**src/rtl/mlp_result_writer.sv**
```systemverilog
// Output stage of the MLP accelerator: takes the final-layer score stream and writes
// either every raw score or the per-image argmax index into y_buf, then signals done.
module mlp_result_writer #(
    parameter int IMG_NUM          = 10,
    parameter int CLASS_NUM        = 10,
    parameter int SCORE_BW         = 32,
    parameter int Y_BUF_DATA_WIDTH = 32,
    parameter int ADDR_STRIDE      = 4,
    parameter int Y_BUF_DEPTH      = IMG_NUM * CLASS_NUM * ADDR_STRIDE,
    parameter int AW               = $clog2(Y_BUF_DEPTH)
) (
    input  logic                          clk,
    input  logic                          rst_n,
    input  logic                          start_i,
    input  logic                          mode_i,
    input  logic                          score_valid_i,
    output logic                          score_ready_o,
    input  logic [SCORE_BW-1:0]           score_data_i,
    output logic                          y_buf_en,
    output logic                          y_buf_wr_en,
    output logic [AW-1:0]                 y_buf_addr,
    output logic [Y_BUF_DATA_WIDTH-1:0]   y_buf_data,
    output logic                          done_intr_o,
    output logic                          done_led_o
);

    localparam int CW = (CLASS_NUM > 1) ? $clog2(CLASS_NUM) : 1;
    localparam int IW = (IMG_NUM > 1) ? $clog2(IMG_NUM) : 1;

    typedef enum logic [1:0] {
        IDLE = 2'd0,
        RUN  = 2'd1,
        DONE = 2'd2
    } state_t;

    state_t state_reg, state_next;

    logic                          mode_reg;
    logic [CW-1:0]                 cls_reg;
    logic [IW-1:0]                 img_reg;
    logic [AW-1:0]                 addr_reg;
    logic signed [SCORE_BW-1:0]    max_reg;
    logic [CW-1:0]                 idx_reg;

    logic                          wr_reg;
    logic [AW-1:0]                 out_addr_reg;
    logic [Y_BUF_DATA_WIDTH-1:0]   out_data_reg;
    logic                          intr_reg;
    logic                          led_reg;

    logic                          start_ok;
    logic                          xfer;
    logic                          last_cls;
    logic                          last_img;
    logic                          better;
    logic                          do_write;
    logic signed [SCORE_BW-1:0]    score_s;
    logic [CW-1:0]                 best_idx;
    logic signed [SCORE_BW-1:0]    best_val;
    logic [Y_BUF_DATA_WIDTH-1:0]   score_ext;
    logic [Y_BUF_DATA_WIDTH-1:0]   wr_data;

    assign start_ok = (state_reg == IDLE) && start_i;
    assign xfer     = (state_reg == RUN) && score_valid_i;
    assign last_cls = (cls_reg == CW'(CLASS_NUM - 1));
    assign last_img = (img_reg == IW'(IMG_NUM - 1));
    assign score_s  = score_data_i;

    // Class 0 always seeds the max; later classes need a strict win so ties keep the lowest index.
    assign better   = (cls_reg == '0) || (score_s > max_reg);
    assign best_idx = better ? cls_reg : idx_reg;
    assign best_val = better ? score_s : max_reg;

    assign do_write  = xfer && (!mode_reg || last_cls);
    assign score_ext = Y_BUF_DATA_WIDTH'(score_s);
    assign wr_data   = mode_reg ? Y_BUF_DATA_WIDTH'(best_idx) : score_ext;

    always_ff @(posedge clk or negedge rst_n) begin
        if (!rst_n) begin
            state_reg <= IDLE;
        end else begin
            state_reg <= state_next;
        end
    end

    always_comb begin
        state_next    = state_reg;
        score_ready_o = 1'b0;
        case (state_reg)
            IDLE: begin
                if (start_i) begin
                    state_next = RUN;
                end
            end
            RUN: begin
                score_ready_o = 1'b1;
                if (xfer && last_cls && last_img) begin
                    state_next = DONE;
                end
            end
            DONE: begin
                state_next = IDLE;
            end
            default: begin
                state_next = IDLE;
            end
        endcase
    end

    always_ff @(posedge clk or negedge rst_n) begin
        if (!rst_n) begin
            mode_reg     <= 1'b0;
            cls_reg      <= '0;
            img_reg      <= '0;
            addr_reg     <= '0;
            max_reg      <= '0;
            idx_reg      <= '0;
            wr_reg       <= 1'b0;
            out_addr_reg <= '0;
            out_data_reg <= '0;
            intr_reg     <= 1'b0;
            led_reg      <= 1'b0;
        end else begin
            wr_reg   <= do_write;
            intr_reg <= (state_reg == DONE);

            if (state_reg == DONE) begin
                led_reg <= 1'b1;
            end else if (start_ok) begin
                led_reg <= 1'b0;
            end

            if (start_ok) begin
                mode_reg <= mode_i;
                cls_reg  <= '0;
                img_reg  <= '0;
                addr_reg <= '0;
                max_reg  <= '0;
                idx_reg  <= '0;
            end else if (xfer) begin
                if (last_cls) begin
                    cls_reg <= '0;
                    img_reg <= img_reg + 1'b1;
                    max_reg <= '0;
                    idx_reg <= '0;
                end else begin
                    cls_reg <= cls_reg + 1'b1;
                    max_reg <= best_val;
                    idx_reg <= best_idx;
                end
                // Output address/data hold their last value between writes.
                if (do_write) begin
                    out_addr_reg <= addr_reg;
                    out_data_reg <= wr_data;
                    addr_reg     <= addr_reg + AW'(ADDR_STRIDE);
                end
            end
        end
    end

    assign y_buf_wr_en = wr_reg;
    assign y_buf_en    = wr_reg;
    assign y_buf_addr  = out_addr_reg;
    assign y_buf_data  = out_data_reg;
    assign done_intr_o = intr_reg;
    assign done_led_o  = led_reg;

endmodule
```
**config.mk**
```make
export PLATFORM = sky130hd
export DESIGN_NAME = mlp_result_writer
export DESIGN_NICKNAME = d
export VERILOG_FILES = /design/src/rtl/mlp_result_writer.sv
export SDC_FILE = /design/constraint.sdc
export NUM_CORES = 1
export LEC_CHECK = 0
export ABC_CLOCK_PERIOD_IN_PS = 2600
export BUFFER_PORTS_ARGS = -buffer_cell sky130_fd_sc_hd__buf_2
export CELL_PAD_IN_SITES_DETAIL_PLACEMENT = 0
export CELL_PAD_IN_SITES_GLOBAL_PLACEMENT = 1
export CORE_MARGIN = 2
export CORE_UTILIZATION = 40
export DETAILED_ROUTE_END_ITERATION = 8
export GPL_TIMING_DRIVEN = 0
export PLACE_DENSITY = 0.89
export SETUP_SLACK_MARGIN = 0.1
export SLEW_MARGIN = 20
export SYNTH_ARGS = -nofsm -noshare
export SYNTH_HDL_FRONTEND = slang
export SYNTH_SLANG_ARGS = --single-unit
export TNS_END_PERCENT = 20
```
**constraint.sdc**
```tcl
create_clock -name clk -period 2.6 [get_ports clk]
set_input_delay 0.26 -clock clk [delete_from_list [all_inputs] [get_ports clk]]
set_output_delay 0.26 -clock clk [all_outputs]
set_load 0.02 [all_outputs]
```
==> flow_metrics.env, run 1 <==
export IMPL_endpoint_kind="register"
export IMPL_path_class="register to register"
export IMPL_avgSynthCellArea_um2=9.84
export IMPL_yosys_cell_types_count=55
export IMPL_power_density_nw_per_um2=1070
export IMPL_layout_drive_gt1_share=0.271
export IMPL_place_area_um2=5820
export IMPL_dieWidth_um=118
export IMPL_crit_cells=11
export IMPL_hp_start="mode_i"
export IMPL_finClkSkew_ps=8.39
export IMPL_h_tree_depth=3
export IMPL_grt_pass1_wl_um=21000
export IMPL_crit_buf_inv=3
export IMPL_drt_first_iter_violations=207
export IMPL_wl_um=12700
export IMPL_antenna_found_initial=0
export IMPL_met3_usage=0.0368
export IMPL_fin_cells=811
export IMPL_ant_nets=0
export IMPL_core_um2=12600
export IMPL_port_buffers=80
export IMPL_synthFlopType="dfrtp_1"
export IMPL_met1_usage=0.245
export IMPL_synthCells=525
export IMPL_hold_viol_final=0
export IMPL_gp_congestion=0.829
export IMPL_die_y_um=118
export IMPL_viasPerCell=5.24
export IMPL_yosysWarnings=0
export IMPL_wl_per_cell_um=15.7
export IMPL_cap_violations=0
export IMPL_vias=4247
export IMPL_crit_path_start_kind="register"
export IMPL_crit_path_start="max_reg[7]$_DFFE_PN0P_"
export IMPL_cts_num_sinks=96
export IMPL_synth_edf_count=0
export IMPL_yosys_area_top_type="dfrtp_1"
export IMPL_ios=83
export IMPL_drv_slew=0
export IMPL_dp_cells=779
export IMPL_met2_usage=0.307
export IMPL_drc=0
export IMPL_worstPathRequired_ps=2820
export IMPL_worstMarginPinSlew_ps=875
export IMPL_antenna_cells_inserted=0
export IMPL_path_clk_slew_ps=60
export IMPL_fin_nets=711
export IMPL_p_leak_nw=3.35
export IMPL_slowest_stage="o31ai_4"
export IMPL_reg2reg_depth=11
export IMPL_finalSetupViolCount=9
export IMPL_nFillCells=1137
export IMPL_clk_latency_ps=340
export IMPL_start_util=0.409
export IMPL_num_rows=41
export IMPL_ys_ff_latch=96
export IMPL_max_stage_delay_ps=410
export IMPL_synth_most_common_cell="nand2_1"
export IMPL_hold_path_class="input port to register"
export IMPL_die_area_um2=13800
export IMPL_final_cell_area_um2=6580
export IMPL_crit_chain="inv_2 > ha_4 > a21oi_4 > o21ai_2 > a221o_1 > o31ai_4 > nor4b_4 > nor3_4 > buf_4 > buf_12 > mux2i_2"
export IMPL_grt_setup_unrepaired="yes"
export IMPL_crit_family="compound AO/OA/AOI/OAI gates"
export IMPL_max_slew_margin=0.415
export IMPL_synth_area_leaders="dfrtp_1, ha_1, nand2_1"
export IMPL_post_dp_hpwl_um=8810
export IMPL_fmax_mhz=381
export IMPL_period_needed_ps=2630
export IMPL_hold_path_depth=2
export IMPL_finalWorstSetupSlack_ps=-27.9
export IMPL_netlist_area_um2=5170
export IMPL_pre_cts_slack_ps=-357
export IMPL_syn2layout_area_growth_pct=27.3
export IMPL_outcome="complete, but fails checks"
export IMPL_cts_root_buffer="clkbuf_16"
export IMPL_dr_pass1_iters=5
export IMPL_ir_drop_v=0.000532
export IMPL_cts_buffers=9
export IMPL_async_flop_share=1.00
export IMPL_r2r_start="max_reg[7]$_DFFE_PN0P_"
export IMPL_fin_crit_sh=1.01
export IMPL_grt_ovfl_total=0
export IMPL_cts_tree="done"
export IMPL_critical_path_arrival_ps=2850
export IMPL_seq_area_frac_synth=0.465
export IMPL_grt_pass1_vias=4309
export IMPL_synthTopCellsByCount="nand2_1, dfrtp_1, ha_1"
export IMPL_clockBufferDepth=2
export IMPL_violations="negative setup slack"
export IMPL_yosysTopAreaCellShare=0.465
export IMPL_crit_path_max_fanout=10
export IMPL_grt_use_total=0.187
export IMPL_grt_max_degree=69
export IMPL_top_usage_layer="met2"
## placed cells by master, fill, tap and decap left out, types with 3 or more instances in the layout
master,synthesis,layout
a21oi_1,22,17
a21oi_2,1,5
a221o_1,4,4
a22o_1,28,28
buf_12,0,3
buf_2,0,79
buf_4,3,16
buf_6,0,3
clkbuf_1,18,17
clkbuf_16,0,9
dfrtp_1,96,96
ha_1,38,28
ha_4,0,10
inv_1,36,28
inv_2,1,9
mux2i_1,32,29
mux2i_2,0,3
nand2_1,114,114
nand3_1,13,13
nand3b_1,3,3
nand4_1,10,10
nor2_1,21,16
nor2_2,1,5
nor2b_1,4,4
nor3_1,4,4
nor3b_1,4,4
o21ai_0,8,6
o21ai_1,8,9
o22ai_1,7,6
xor2_1,5,5
## report_power, final
group          switching [mW]  internal, mW  total, mW
clock network           0.542         0.859       1.40
registers               0.338          1.99       2.33
logic                    1.76          1.53       3.29
total                    2.64          4.38       7.01
## path summary, 6_finish.rpt
kind,end,slack [ps]
worst max-delay path,max_reg[7]$_DFFE_PN0P_,-30
worst min-delay path,mode_reg$_DFFE_PN0P_,160
worst max register to register,max_reg[7]$_DFFE_PN0P_,-30
worst min register to register,y_buf_addr[4]$_DFFE_PN0P_,470
max in group asynchronous,cls_reg[3]$_DFFE_PN0P_,1610
min in group asynchronous,y_buf_data[16]$_DFFE_PN0P_,360
## stage by stage
step                      utilization  total power, mW  hold WS (ps)  TNS (ps)
after detailed placement        0.461             4.98           150    -10290
final                           0.521             7.01           162      -104
after global placement          0.459             4.84           448     -8850
after global routing            0.521             7.51           163     -3680
after CTS                       0.513             6.84           155         0
after floorplan                     -             4.29         -35.6         0
## worst register-to-register path: stages, from the launching register on
cell	delay (ps)
dfrtp_1	400
inv_2	70
ha_4	210
a21oi_4	130
o21ai_2	80
a221o_1	370
o31ai_4	410
nor4b_4	330
nor3_4	90
buf_4	150
buf_12	140
mux2i_2	140
## routing by layer
| metal | wire length [um] | vias to the layer above |
|---|---|---|
| li1 | - | 2040 |
| met4 | 234 | 0 |
| met5 | 0 | - |
| met1 | 5830 | 2088 |
| met3 | 486 | 17 |
| met2 | 6190 | 102 |
## area by class of cell
cell class,instances,area (um^2),area share
Timing Repair Buffer,99,612,0.0930
Multi-Input combinational cell,367,2740,0.417
Inverter,37,139,0.0211
Sequential cell,96,2400,0.365
Clock inverter,3,67.6,0.0103
Clock buffer,11,243,0.0369
Buffer,26,155,0.0236
Tap cell,172,215,0.0327
## cells by family after synthesis
family | synth area share
and+or+nand+nor | 0.182
DFF | 0.465
AOI/OAI and AO/OA | 0.130
buffers and inverters | 0.0545
adders and majority gates | 0.0920
muxes | 0.0642
xor gates and xnor gates | 0.0119
other | 0.000726
## what timing repair did
action	CTS	global route
gates cloned	1	0
pin swaps	17	12
gates resized for setup	33	23
endpoints found under the hold margin	28	0
endpoints found under the setup margin	46	71
buffers inserted	14	2
hold buffers	1	0
Power figures use the tool's default switching activity.
==> inputs of run 2 (changes only) <==
--- a/config.mk
+++ b/config.mk
@@ -10,5 +10,4 @@
 export CELL_PAD_IN_SITES_DETAIL_PLACEMENT = 0
 export CELL_PAD_IN_SITES_GLOBAL_PLACEMENT = 1
-export CORE_MARGIN = 2
 export CORE_UTILIZATION = 40
 export DETAILED_ROUTE_END_ITERATION = 8
==> constraint.sdc (replaced) <==
create_clock -name clk -period 2.6 [get_ports clk]
set_input_delay 0.26 -clock clk [delete_from_list [all_inputs] [get_ports clk]]
set_output_delay 0.26 -clock clk [all_outputs]
set_load 0.05 [all_outputs]
==> flow_metrics.env, run 2 (same netlist as run 1, synthesis figures left out) <==
export IMPL_outcome="finished, final reports clean"
export IMPL_ios=83
export IMPL_pre_cts_slack_ps=-356
export IMPL_layout_drive_gt1_share=0.243
export IMPL_path_class="register to register"
export IMPL_viasPerCell=5.29
export IMPL_cts_root_buffer="clkbuf_16"
export IMPL_dr_pass1_iters=4
export IMPL_drc=0
export IMPL_crit_path_start="max_reg[7]$_DFFE_PN0P_"
export IMPL_r2r_start="max_reg[7]$_DFFE_PN0P_"
export IMPL_grt_ovfl_total=0
export IMPL_worstMarginPinSlew_ps=877
export IMPL_gp_congestion=0.854
export IMPL_ant_nets=0
export IMPL_max_stage_delay_ps=410
export IMPL_max_slew_margin=0.414
export IMPL_h_tree_depth=3
export IMPL_vias=4279
export IMPL_grt_pass1_vias=4303
export IMPL_finClkSkew_ps=11.6
export IMPL_finalWorstSetupSlack_ps=2.96
export IMPL_fin_crit_sh=0.999
export IMPL_clockBufferDepth=2
export IMPL_cts_tree="done"
export IMPL_drv_slew=0
export IMPL_drt_first_iter_violations=280
export IMPL_antenna_cells_inserted=0
export IMPL_place_area_um2=5820
export IMPL_core_um2=12600
export IMPL_antenna_found_initial=0
export IMPL_clk_latency_ps=350
export IMPL_critical_path_arrival_ps=2840
export IMPL_cts_num_sinks=96
export IMPL_grt_setup_unrepaired="yes"
export IMPL_final_cell_area_um2=6430
export IMPL_die_y_um=116
export IMPL_layout_commonest_cell="nand2_1"
export IMPL_slowest_stage="o31ai_4"
export IMPL_final_cell_mix="nand2_1, dfrtp_1, buf_2"
export IMPL_num_rows=41
export IMPL_fmax_mhz=385
export IMPL_p_leak_nw=3.33
export IMPL_wl_per_cell_um=15.6
export IMPL_die_area_um2=13400
export IMPL_crit_path_start_kind="register"
export IMPL_crit_chain="inv_2 > ha_4 > a21oi_2 > o21ai_1 > a221o_1 > o31ai_4 > nor4b_4 > nor3_4 > buf_6 > buf_12 > mux2i_4"
export IMPL_grt_use_total=0.203
export IMPL_cts_buffers=9
export IMPL_ir_drop_v=0.000796
export IMPL_finalSetupViolCount=0
export IMPL_hp_start="mode_i"
export IMPL_cap_violations=0
export IMPL_post_dp_hpwl_um=8670
export IMPL_worstPathRequired_ps=2840
export IMPL_path_clk_slew_ps=70
export IMPL_power_density_nw_per_um2=1080
export IMPL_start_util=0.409
export IMPL_period_needed_ps=2600
export IMPL_port_buffers=80
export IMPL_dieWidth_um=116
export IMPL_grt_max_degree=69
export IMPL_syn2layout_area_growth_pct=24.5
export IMPL_grt_pass1_wl_um=20900
export IMPL_hold_viol_final=0
export IMPL_fin_nets=708
export IMPL_endpoint_kind="register"
export IMPL_hold_path_class="input port to register"
export IMPL_crit_path_max_fanout=10
export IMPL_wl_um=12700
-- run 2: cell count changes in the layout (fill, tap and decap cells not counted), sizes merged --
| cell | change |
|---|---|
| clkinv | +3 |
| bufinv | -2 |
| buf | -4 |
| clkinvlp | +1 |
-- run 2: final timing paths --
check,slack (ps),to,cells after the start
max reg2reg,3,max_reg[30]$_DFFE_PN0P_,11
max,3,max_reg[30]$_DFFE_PN0P_,11
max in group asynchronous,1630,y_buf_data[4]$_DFFE_PN0P_,3
min,150,mode_reg$_DFFE_PN0P_,2
min in group asynchronous,350,y_buf_data[27]$_DFFE_PN0P_,2
min reg2reg,470,y_buf_addr[3]$_DFFE_PN0P_,2
-- run 2: where the power goes --
group	internal, mW	switching, mW	leakage, nW	total, mW
clock network	0.667	0.580	0.130	1.25
registers	1.99	0.330	1.18	2.32
logic	1.41	1.96	2.03	3.37
-- run 2: worst max-delay path, delay by kind of cell (launching register included) --
kind            cells  cell delay, ps
compound gates      4             970
simple gates        2             380
mux                 1             180
flops               1             390
buf+inv             3             340
fa+ha+maj           1             200
-- run 2: metrics by stage --
stage	power, mW	cells	setup TNS [ps]	hold WS [ps]	util
2_1_floorplan	4.56	526	0	-35.6	-
3_3_place_gp	5.11	778	-8460	448	0.459
3_5_place_dp	5.26	779	-10550	152	0.461
4_1_cts	6.77	805	0	138	0.501
5_1_grt	7.45	809	-1640	134	0.510
6_report	6.94	809	0	151	0.510
-- run 2: timing repair --
action / CTS / global route
pin swaps: 15 / 8
endpoints found under the setup margin: 57 / 63
hold buffers: 1 / 0
gates resized for setup: 23 / 13
endpoints found under the hold margin: 28 / 0
buffers inserted: 10 / 3
gates cloned: 0 / 1
-- run 2: final cells by class --
type	instances	area, um^2
repair buffers	96	571
fillers	1191	6190
flip-flops and latches	96	2400
inverters	37	139
plain buffers	26	159
clock inverters	5	33.8
well taps	172	215
clock buffers	10	239
multi-input cells	367	2670
-- run 2: per-layer routing --
layer | GRT usage | routed length (um) | part of all wire
met1 | 0.255 | 5740 | 0.45
met2 | 0.336 | 6060 | 0.48
met3 | 0.0654 | 736 | 0.058
met4 | 0.0556 | 121 | 0.0096
met5 | 0 | 0 | 0
